===== src/rtl/alu_ctrl_pkg.sv =====
// Shared encodings for the ALU control decoder: ALUOP classes, 4-bit ALU
// operation codes and the unsupported-encoding classifier.
package alu_ctrl_pkg;

  localparam logic [1:0] ALUOP_ADD    = 2'b00;
  localparam logic [1:0] ALUOP_BRANCH = 2'b01;
  localparam logic [1:0] ALUOP_RTYPE  = 2'b10;
  localparam logic [1:0] ALUOP_ITYPE  = 2'b11;

  localparam logic [3:0] ALU_ADD  = 4'b0000;
  localparam logic [3:0] ALU_SLL  = 4'b0001;
  localparam logic [3:0] ALU_SLT  = 4'b0010;
  localparam logic [3:0] ALU_SLTU = 4'b0011;
  localparam logic [3:0] ALU_XOR  = 4'b0100;
  localparam logic [3:0] ALU_SRL  = 4'b0101;
  localparam logic [3:0] ALU_OR   = 4'b0110;
  localparam logic [3:0] ALU_AND  = 4'b0111;
  localparam logic [3:0] ALU_BEQ  = 4'b1000;
  localparam logic [3:0] ALU_BNE  = 4'b1001;
  localparam logic [3:0] ALU_SUB  = 4'b1010;
  localparam logic [3:0] ALU_SRA  = 4'b1011;
  localparam logic [3:0] ALU_BLT  = 4'b1100;
  localparam logic [3:0] ALU_BGE  = 4'b1101;
  localparam logic [3:0] ALU_BLTU = 4'b1110;
  localparam logic [3:0] ALU_BGEU = 4'b1111;

  // Branch funct3 010/011 and R-type funct7[5]=1 other than SUB/SRA are unsupported.
  function automatic logic illegal_enc(input logic [1:0] aluop,
                                       input logic       funct7_bit2,
                                       input logic [2:0] funct3);
    logic ill_s;
    ill_s = 1'b0;
    case (aluop)
      ALUOP_BRANCH: ill_s = (funct3 == 3'b010) || (funct3 == 3'b011);
      ALUOP_RTYPE:  ill_s = funct7_bit2 && (funct3 != 3'b000) && (funct3 != 3'b101);
      default:      ill_s = 1'b0;
    endcase
    return ill_s;
  endfunction

endpackage


===== src/rtl/alu_ctrl_decode.sv =====
// Combinational ALUOP/funct decode into the next ALU operation code.
// The illegal flag output exists only when ALU_CTRL_ILLEGAL_EN is defined.
module alu_ctrl_decode
  import alu_ctrl_pkg::*;
(
  input  logic [1:0] aluop,
  input  logic       funct7_bit2,
  input  logic [2:0] funct3,
  output logic [3:0] code
`ifdef ALU_CTRL_ILLEGAL_EN
  ,
  output logic       illegal
`endif
);

  // Operation code selection per instruction class.
  always_comb begin
    code = ALU_ADD;
    case (aluop)
      ALUOP_ADD: code = ALU_ADD;
      ALUOP_BRANCH: begin
        if ((funct3 == 3'b010) || (funct3 == 3'b011)) begin
          code = ALU_ADD;
        end else begin
          code = {1'b1, funct3};
        end
      end
      ALUOP_RTYPE: begin
        if (funct7_bit2 && (funct3 == 3'b000)) begin
          code = ALU_SUB;
        end else if (funct7_bit2 && (funct3 == 3'b101)) begin
          code = ALU_SRA;
        end else begin
          code = {1'b0, funct3};
        end
      end
      ALUOP_ITYPE: begin
        // funct7[5] only matters for shifts, so ADDI never becomes SUB.
        if (funct7_bit2 && (funct3 == 3'b101)) begin
          code = ALU_SRA;
        end else begin
          code = {1'b0, funct3};
        end
      end
      default: code = ALU_ADD;
    endcase
  end

`ifdef ALU_CTRL_ILLEGAL_EN
  assign illegal = illegal_enc(aluop, funct7_bit2, funct3);
`endif

endmodule


===== src/rtl/alu_control.sv =====
// ALU control: registered decode of ALUOP/funct fields, one cycle latency.
// Define ALU_CTRL_ILLEGAL_EN to add the registered `illegal` flag output.
module alu_control
  import alu_ctrl_pkg::*;
(
  input  logic       clk,
  input  logic       rst,
  input  logic [1:0] ALUOP,
  input  logic       funct7_bit2,
  input  logic [2:0] funct3,
  output logic [3:0] ALU_Control
`ifdef ALU_CTRL_ILLEGAL_EN
  ,
  output logic       illegal
`endif
);

  logic [3:0] code_s;
  logic [3:0] alu_control_r;

`ifdef ALU_CTRL_ILLEGAL_EN
  logic illegal_s;
  logic illegal_r;

  alu_ctrl_decode u_decode (
    .aluop       (ALUOP),
    .funct7_bit2 (funct7_bit2),
    .funct3      (funct3),
    .code        (code_s),
    .illegal     (illegal_s)
  );

  // Illegal flag register, same latency as the operation code.
  always_ff @(posedge clk or negedge rst) begin
    if (!rst) begin
      illegal_r <= 1'b0;
    end else begin
      illegal_r <= illegal_s;
    end
  end

  assign illegal = illegal_r;
`else
  alu_ctrl_decode u_decode (
    .aluop       (ALUOP),
    .funct7_bit2 (funct7_bit2),
    .funct3      (funct3),
    .code        (code_s)
  );
`endif

  // Operation code register; reset forces ADD immediately.
  always_ff @(posedge clk or negedge rst) begin
    if (!rst) begin
      alu_control_r <= ALU_ADD;
    end else begin
      alu_control_r <= code_s;
    end
  end

  assign ALU_Control = alu_control_r;

endmodule


===== config.mk =====
export PLATFORM = sky130hd
export DESIGN_NAME = alu_control
export DESIGN_NICKNAME = d
export VERILOG_FILES = /design/src/rtl/alu_ctrl_pkg.sv /design/src/rtl/alu_ctrl_decode.sv /design/src/rtl/alu_control.sv
export SDC_FILE = /design/constraint.sdc
export NUM_CORES = 1
export LEC_CHECK = 0
export CORE_AREA = 2 2 39 41
export DETAILED_ROUTE_END_ITERATION = 6
export DIE_AREA = 0 0 41 43
export GPL_TIMING_DRIVEN = 0
export SKIP_LAST_GASP = 1
export SLEW_MARGIN = 20
export SYNTH_ARGS = -nofsm -noshare
export SYNTH_HDL_FRONTEND = slang
export SYNTH_SLANG_ARGS = --single-unit

===== constraint.sdc =====
create_clock -name clk -period 0.8 [get_ports clk]
set_input_delay 0.12 -clock clk [delete_from_list [all_inputs] [get_ports clk]]
set_output_delay 0.12 -clock clk [all_outputs]
set_load 0.01 [all_outputs]

==> results of run 1 <==
==> kinds of logic after synthesis <==
kind of cell / Yosys count / synth area share, %
AO/OA/AOI/OAI: 9 / 32.47
buffers and inverters: 2 / 3.898
AND/OR/NAND/NOR: 2 / 11.69
flip-flops: 4 / 51.95
==> layout by cell type (no fill, tap or decap), drive strengths merged, types with 2 or more instances in the layout <==
cell type and n:
dlygate4sd2 3, dfrtp 4, buf 4, clkdlybuf4s15 3
o21ai 3, inv 2, clkbuf 3
==> area by class of cell <==
cell class                 count  share of cell area [%]
inverter                       2                   2.308
tap                           16                   6.154
clock buffer                   3                   6.923
sequential                     4                   30.77
multi-input combinational     11                   26.15
timing repair buffer          11                   27.69
==> per-layer routing <==
layer	routed length, µm	global-route usage (%)
met5	0	0
met1	175	6.774
met2	218	7.187
met4	0	12.00
met3	45	0.5236
==> worst paths after layout <==
| kind | slack [ns] | to | startpoint |
|---|---|---|---|
| max in group asynchronous | 0.55 | ALU_Control[0]$_DFF_PN0_ | rst |
| min in group clk | 0.27 | ALU_Control[2]$_DFF_PN0_ | funct3[0] |
| hold / removal | 0.09 | ALU_Control[3]$_DFF_PN0_ | rst |
| setup / recovery | -0.03 | ALU_Control[1] | ALU_Control[1]$_DFF_PN0_ |
==> power by group through the flow <==
stage          Combinational (mW)  Clock [mW]  Sequential (mW)
2_1_floorplan              0.0258           0            0.233
3_3_place_gp                0.116           0            0.224
3_5_place_dp                0.119           0            0.224
4_1_cts                    0.0974       0.258            0.221
5_1_grt                     0.107       0.266            0.222
6_report                   0.0962       0.240            0.221
==> repair_timing <==
item / in CTS / in global routing
setup endpoints to repair: 8 / 5
pin swaps: 2 / 2
buffers inserted: 0 / 0
gates resized for setup: 29 / 0
==> metrics, run 1 <==
Synth Instances 17; largest net degree at the start of global routing 7; Post-synth top cells dfrtp_1, o21ai_0, inv_1; CP top delay family flip-flops; Nets 41; required time worst endpoint 0.68 ns; number of synthesized flops with an enable pin 0; critical path fanouts, max 1; Sw Ratio approximately 22%; Buf/Inv on CP 1; FF+latch area 100.1 µm²; layout cells sized above 1 41.94%; placed insts 44; Post-Synthesis Cell Area between 150 and 200 µm²; Fill cells 164; Mapped Nets 25; hold_ws ~0.087 ns; residual DRC count 0; max_cap viols 0; number of antenna diodes 0; switching power roughly 120 µW; slew margin rel. slightly above 80%; VDD IR max ~300 µV; # port buffers 11; final hold vios 0; drt pass-1 iters 2; fraction of registers with async set/reset 100.0%; share of power burned in registers between 30% and 40%; #FFs+latches synth 4; internal power about 430 µW; H-tree depth 1; Worst Max-Slew Pin Slew approximately 0.27 ns; Max stage delay on crit path between 0.3 and 0.4 ns; Final Max Slew Viols 0; f_max 1.212 GHz; Clock Pin Slew Worst Setup and Hold Paths roughly 0.040 ns; global placement routability congestion 0.6441; Post-CTS Hold Fix Bufs 0; antenna violations before repair 0; die area approximately 1800 µm²; post-synth top area share 51.95%; row count 14; GRT Util Overall ~6.3%; ranking of synthesized cells by area dfrtp_1, o21ai_0, nor4b_2; final setup margin -0.02542 ns; Largest register FFs 4; Total Power 557.1 µW; first-pass GRT wire length between 600 and 700 µm; DR iter-0 viols 3; total grt overflow 0; PD cells 1712 nW/µm²; wire per inst roughly 9.3 µm; CP Data Arrival Time 0.71 ns; Core Footprint approximately 1400 µm²; I/O Pins 12; fin crit period a little over 0.8 ns; status finished with violations; Cell Area, Placed between 300 and 400 µm²; violated checks negative setup slack; die width 41 µm; post-route insts no fill between 40 and 50; Synth Flop Type dfrtp_1; Crit. End Element output port; via/cell ratio 3.979; Avg Cell Area, Syn between 10 and 15 µm²; DP HPWL approximately 340 µm; synthesis-to-layout area growth 68.83%; Final Util a little under a quarter; cts bufs inserted 3; crit start category register; proportion of power drawn by the clock network about 43%; routed via count approximately 190; clock root buffer clkbuf_4; Worst Path Class, Setup reg -> out; combinational share of power roughly 17%; Setup violations, final 4; Tightest Hold Check Type in -> async; Place WS -0.4989 ns; setup TNS -0.09286 ns; count leader, synth dfrtp_1; post-route ant nets 0; CP cell instances buf_2; number of global-route vias before repair about 180; Die H about 43 µm; CTS max path bufs 2; WL final between 400 and 500 µm; Static Leak about 0.15 nW; Multi-input gate area 85.08 µm²; CP Depth 1; final worst path period share 103.2%; CP max stage cell dfrtp_1; Post-Layout Inst Area 325.3 µm²; CTS tree done; unrepaired setup endpoints after global routing true; Initial Util 13.92%; Cell variety after synth 11; Sink Count 4; Yosys Warn Count 0; sequential area share after synthesis just over 50%; Synth area leader dfrtp_1
(Power assumes the default switching activity.)
==> run 2, diff against run 1 <==
- ABC_AREA: unset -> 1
- SETUP_SLACK_MARGIN: unset -> 0.4
- TNS_END_PERCENT: unset -> 1
==> metrics, run 2 <==
cts bufs inserted 3 (unchanged); sequential area share after synthesis 51.61% (was 51.95%); synthesis-to-layout area growth 83.23% (was 68.83%); H-tree depth 1 (unchanged); Post-synth top cells nand2_1, dfrtp_1, inv_1, nor2_1 (was dfrtp_1, o21ai_0, inv_1); Yosys Warn Count 0 (unchanged); Buf/Inv on CP 1 (unchanged); Sink Count 4 (unchanged); via/cell ratio 3.421 (was 3.979); CP max stage cell dfrtp_1 (unchanged); CTS tree done (unchanged); Mapped Nets 35 (was 25); Final Util 25.68% (was 23.51%); Sw Ratio 22.32% (was 22.29%); Crit. End Element output port (unchanged); Largest register FFs 4 (unchanged); Synth Flop Type dfrtp_1 (unchanged); critical path fanouts, max 1 (unchanged); most frequent cells in the layout nand2_1, dfrtp_1, dlymetal6s2s_1 (was dfrtp_1, buf_2, clkbuf_4, clkdlybuf4s15_2, dlygate4sd2_1); unrepaired setup endpoints after global routing true (unchanged); final worst path period share 103.5% (was 103.2%); slew margin rel. 87.71% (was 81.81%); clock root buffer clkbuf_4 (unchanged); I/O Pins 12 (unchanged); Post-CTS Hold Fix Bufs 0 (unchanged); switching power 127.3 µW (was 124.1 µW); Max stage delay on crit path 0.36 ns (was 0.34 ns); f_max 1.208 GHz (was 1.212 GHz); # port buffers 11 (unchanged); max_cap viols 0 (unchanged); DR iter-0 viols 2 (was 3); number of synthesized flops with an enable pin 0 (unchanged); Fill cells 165 (was 164); layout cells sized above 1 26.83% (was 41.94%); count leader, synth nand2_1 (was dfrtp_1); fin crit period 0.8281 ns (was 0.8254 ns); Cell variety after synth 8 (was 11); Cell Area, Placed 331.6 µm² (was 322.8 µm²); largest net degree at the start of global routing 5 (was 7); Tightest Hold Check Type in -> async (unchanged); post-synthesis compound-gate area fraction 3.871% (was 32.47%); Synth Area in Simple Gates 36.77% (was 11.69%); Worst Max-Slew Pin Slew 0.1838 ns (was 0.2716 ns); VDD IR max 344.6 µV (was 298.3 µV); number of antenna diodes 0 (unchanged); Avg Cell Area, Syn 7.183 µm² (was 11.33 µm²); Post-Layout Inst Area 355.3 µm² (was 325.3 µm²); ranking of synthesized cells by area dfrtp_1, nand2_1, inv_1 (was dfrtp_1, o21ai_0, nor4b_2); Final Max Slew Viols 0 (unchanged); Worst Path Class, Setup reg -> out (unchanged); DP HPWL 317.5 µm (was 340.8 µm); internal power 443.0 µW (was 432.9 µW); drt pass-1 iters 4 (was 2); PD cells 1605 nW/µm² (was 1712 nW/µm²); commonest non-fill, non-tap cell in the layout nand2_1; crit start category register (unchanged); Post-Synth Adder-Cell Area 0% (unchanged); Die H 43 µm (unchanged); #FFs+latches synth 4 (unchanged); CP cell instances buf_6 (was buf_2); GRT Util Overall 6.030% (was 6.332%); Synth area leader dfrtp_1 (unchanged); row count 14 (unchanged); antenna violations before repair 0 (unchanged); Post-Synthesis Cell Area 193.9 µm² (was 192.7 µm²); Setup violations, final 4 (unchanged); number of global-route vias before repair 196 (was 178); mux contribution to synthesized area 0% (unchanged); Nets 51 (was 41); post-synth top area share 51.61% (was 51.95%); status finished with violations (unchanged); total grt overflow 0 (unchanged); violated checks negative setup slack (unchanged); WL final 406 µm (was 439 µm); setup TNS -0.09544 ns (was -0.09286 ns); Initial Util 14.01% (was 13.92%); required time worst endpoint 0.68 ns (about the same); die area 1763 µm² (unchanged); CP Data Arrival Time 0.71 ns (about the same); xor/xnor share of the synthesized area 0% (unchanged); Clock Pin Slew Worst Setup and Hold Paths 0.04 ns (about the same); wire per inst 7.123 µm (was 9.340 µm); final setup margin -0.02809 ns (was -0.02542 ns); global placement routability congestion 0.7213 (was 0.6441); largest family of logic cells by synthesized area simple AND/OR/NAND/NOR gates (was compound AO/OA/AOI/OAI gates); share of power burned in registers 38.9% (was 39.6%); CTS max path bufs 2 (unchanged); fraction of registers with async set/reset 100.0% (unchanged); routed via count 195 (was 187); combinational share of power 19.0% (was 17.3%); die width 41 µm (unchanged); final hold vios 0 (unchanged); CP top delay family flip-flops (unchanged); post-route ant nets 0 (unchanged); proportion of power drawn by the clock network 42.1% (was 43.1%); first-pass GRT wire length 627 µm (was 669 µm); Synth Instances 27 (was 17); Static Leak 0.2205 nW (was 0.1480 nW); Core Footprint 1384 µm² (unchanged); Place WS -0.3039 ns (was -0.4989 ns); residual DRC count 0 (unchanged)
run 2: changes by cell type in the layout (fill, tap and decap cells not counted), moves of 2 or more:
cell / change
nand2_1: +12
dlymetal6s2s_1: +4
clkdlybuf4s15_2: -3
nor2_1: +3
buf_2: -2
buf_6: +2
dlygate4sd2_1: -2
o21ai_0: -2
run 2: power by group through the flow:
stage / registers [mW] / clock network (mW) / logic, mW
finish: 0.222 / 0.240 / 0.108
global placement: 0.223 / 0 / 0.120
detailed placement: 0.223 / 0 / 0.120
CTS: 0.220 / 0.258 / 0.105
global route: 0.223 / 0.267 / 0.124
floorplan: 0.232 / 0 / 0.0341
run 2: worst paths after layout:
kind / cells past startpoint / to / start / slack, ns
worst max-delay path: 1 / ALU_Control[2] / ALU_Control[2]$_DFF_PN0_ / -0.03
worst min-delay path: 1 / ALU_Control[0]$_DFF_PN0_ / rst / 0.09
max in group asynchronous: 1 / ALU_Control[1]$_DFF_PN0_ / rst / 0.54
min in group clk: 3 / ALU_Control[1]$_DFF_PN0_ / funct3[1] / 0.17
run 2: layout make-up:
class                           count  area [µm²]  area share (%)
Clock buffer                        3       22.52           6.338
Timing Repair Buffer               11       111.4           31.34
Multi-Input combinational cell     19       81.33           22.89
Inverter                            4       20.02           5.634
Tap cell                           16       20.02           5.634
Sequential cell                     4       100.1           28.17
run 2: kinds of logic after synthesis:
family | count (synthesis)
simple gates | 18
flops | 4
buf+inv | 4
compound gates | 1
run 2: metrics by stage:
stage	total power, mW	hold slack [ns]	instances
CTS	0.5829	0.08514	57
floorplan	0.2659	-0.1756	27
detailed placement	0.3434	0.3329	54
global route	0.6133	0.1054	57
finish	0.5703	0.09337	57
global placement	0.3427	0.3291	54
run 2: routing by layer:
metal  GRT usage [%]  part of all wire, %  wire (µm)
met5               0                    0          0
met4           12.00                    0          0
met3          0.5236                  8.6         35
met2           8.125                   52        212
met1           4.839                   39        158
run 2: what timing repair did:
item	4_1_cts	5_1_grt
gates cloned	0	0
setup endpoints to repair	8	8
resized for setup	17	6
endpoints found under the hold margin	0	0
buffers inserted	0	0
pin swaps	0	0
==> run 3, diff against run 2 <==
- GPL_TIMING_DRIVEN: 0 -> 1
- TNS_END_PERCENT: 1 -> unset
- clock period: 0.8 -> 0.9 ns (I/O delays scaled with it)
==> metrics, run 3 (same netlist as run 2, synthesis figures left out) <==
critical path fanouts, max 1 (unchanged); synthesis-to-layout area growth 76.13% (was 83.23%); global placement routability congestion 0.7022 (was 0.7213); fin crit period between 0.8 and 0.9 ns; final hold vios 0 (unchanged); drt pass-1 iters 1 (was 4); unrepaired setup endpoints after global routing true (unchanged); internal power 391.4 µW (was 443.0 µW); number of global-route vias before repair 176 (was 196); final worst path period share approximately 94%; total grt overflow 0 (unchanged); Nets 51 (unchanged); post-route ant nets 0 (unchanged); Buf/Inv on CP 1 (unchanged); via/cell ratio 3.368 (was 3.421); slew margin rel. 88.52% (was 87.71%); required time worst endpoint 0.76 ns (was 0.68 ns); Sink Count 4 (unchanged); VDD IR max 330.2 µV (was 344.6 µV); DR iter-0 viols 0 (was 2); Final Max Slew Viols 0 (unchanged); number of antenna diodes 0 (unchanged); combinational share of power 19.2% (was 19.0%); Initial Util 14.01% (unchanged); residual DRC count 0 (unchanged); routed via count 192 (was 195); switching power 121.7 µW (was 127.3 µW); Worst Max-Slew Pin Slew 0.1717 ns (was 0.1838 ns); f_max 1.183 GHz; share of power burned in registers 38.4% (was 38.9%); final setup margin 0.05486 ns (was -0.02809 ns); Largest register FFs 4 (unchanged); H-tree depth 1 (unchanged); Core Footprint 1384 µm² (unchanged); Place WS -0.3259 ns (was -0.3039 ns); cts bufs inserted 3 (unchanged); Static Leak 0.1860 nW (was 0.2205 nW); CP max stage cell dfrtp_1 (unchanged); Post-CTS Hold Fix Bufs 0 (unchanged); WL final 400 µm (was 406 µm); Final Util 24.68% (was 25.68%); proportion of power drawn by the clock network 42.4% (was 42.1%); Setup Fix Bufs, Post-CTS 0 (unchanged); GRT Util Overall 5.829% (was 6.030%); commonest non-fill, non-tap cell in the layout nand2_1 (unchanged); Max stage delay on crit path 0.36 ns (about the same); Worst Path Class, Setup reg -> out (unchanged); Tightest Hold Check Type in -> async (unchanged); largest net degree at the start of global routing 5 (unchanged); CTS max path bufs 2 (unchanged); DP HPWL 315.2 µm (was 317.5 µm); Clock Pin Slew Worst Setup and Hold Paths 0.04 ns (about the same); first-pass GRT wire length 607 µm (was 627 µm); Sw Ratio 23.72% (was 22.32%); crit start category register (unchanged); max_cap viols 0 (unchanged); CP Depth 1 (unchanged); status finished clean (was finished with violations); wire per inst 7.018 µm (was 7.123 µm); I/O Pins 12 (unchanged); Crit. End Element output port (unchanged); die area 1763 µm² (unchanged); most frequent cells in the layout nand2_1, dfrtp_1, buf_2 (was nand2_1, dfrtp_1, dlymetal6s2s_1); CP Data Arrival Time 0.71 ns (about the same); layout cells sized above 1 48.78% (was 26.83%); CP top delay family flip-flops (unchanged); # port buffers 11 (unchanged); PD cells 1502 nW/µm² (was 1605 nW/µm²); row count 14 (unchanged); antenna violations before repair 0 (unchanged); Setup violations, final 0 (was 4); CTS tree done (unchanged); clock root buffer clkbuf_4 (unchanged); CP cell instances buf_6 (unchanged); Die H 43 µm (unchanged); die width 41 µm (unchanged)
## run 3: cell count changes in the layout (fill, tap and decap cells not counted), sizes merged
cell	delta
buf	+4
clkinv	+1
clkdlybuf4s50	-1
clkdlybuf4s15	+1
dlymetal6s2s	-4
inv	-1
dlygate4sd2	-1
clkbuf	+1
## run 3: power by group through the flow
stage	clock, mW	combinational, mW	sequential, mW
5_1_grt	0.235	0.111	0.198
4_1_cts	0.232	0.0944	0.196
6_report	0.218	0.0985	0.197
3_3_place_gp	0	0.112	0.198
3_5_place_dp	0	0.113	0.198
2_1_floorplan	0	0.0331	0.206
## run 3: what timing repair did
action,4_1_cts,5_1_grt
endpoints found under the setup margin,8,7
gates resized for setup,35,10
pin swaps,3,4
## run 3: metal layers
layer	vias to the layer above	GRT usage [%]	part of all wire (%)
met5	-	0	0
met4	0	12.00	0
met3	0	0	7.8
met2	8	6.875	53
met1	75	5.806	39
li1	109	-	-
## run 3: metrics by stage
stage / std cells / power [mW] / cell area, µm² / setup TNS, ns / hold slack (ns)
5_1_grt: 57 / 0.5437 / 341.6 / 0 / 0.1174
6_report: 57 / 0.5131 / 341.6 / 0 / 0.1010
3_3_place_gp: 54 / 0.3105 / 341.6 / -1.220 / 0.3440
3_5_place_dp: 54 / 0.3112 / 341.6 / -1.283 / 0.3470
4_1_cts: 57 / 0.5217 / 339.1 / 0 / 0.09683
2_1_floorplan: 27 / 0.2391 / 211.5 / 0 / -0.1606
## run 3: how the worst max path moves through the flow
| stage | from | slack (ns) | endpoint |
|---|---|---|---|
| 6_report | ALU_Control[0]$_DFF_PN0_ | 0.05 | ALU_Control[0] |
| 5_1_grt | ALU_Control[0]$_DFF_PN0_ | 0.03 | ALU_Control[0] |
| 4_1_cts | ALU_Control[0]$_DFF_PN0_ | 0.04 | ALU_Control[0] |
| 3_5_place_dp | funct3[1] | -0.33 | ALU_Control[1]$_DFF_PN0_ |
| 3_3_place_gp | funct3[1] | -0.31 | ALU_Control[1]$_DFF_PN0_ |
| 2_1_floorplan | funct3[2] | 0.37 | ALU_Control[1]$_DFF_PN0_ |
## run 3: cell type report
cell class                      instances  area, µm²
Inverter                                4      27.53
Clock buffer                            3      22.52
Sequential cell                         4      100.1
Fill cell                             159       1042
Tap cell                               16      20.02
Multi-Input combinational cell         19      88.84
Timing Repair Buffer                   11      82.58
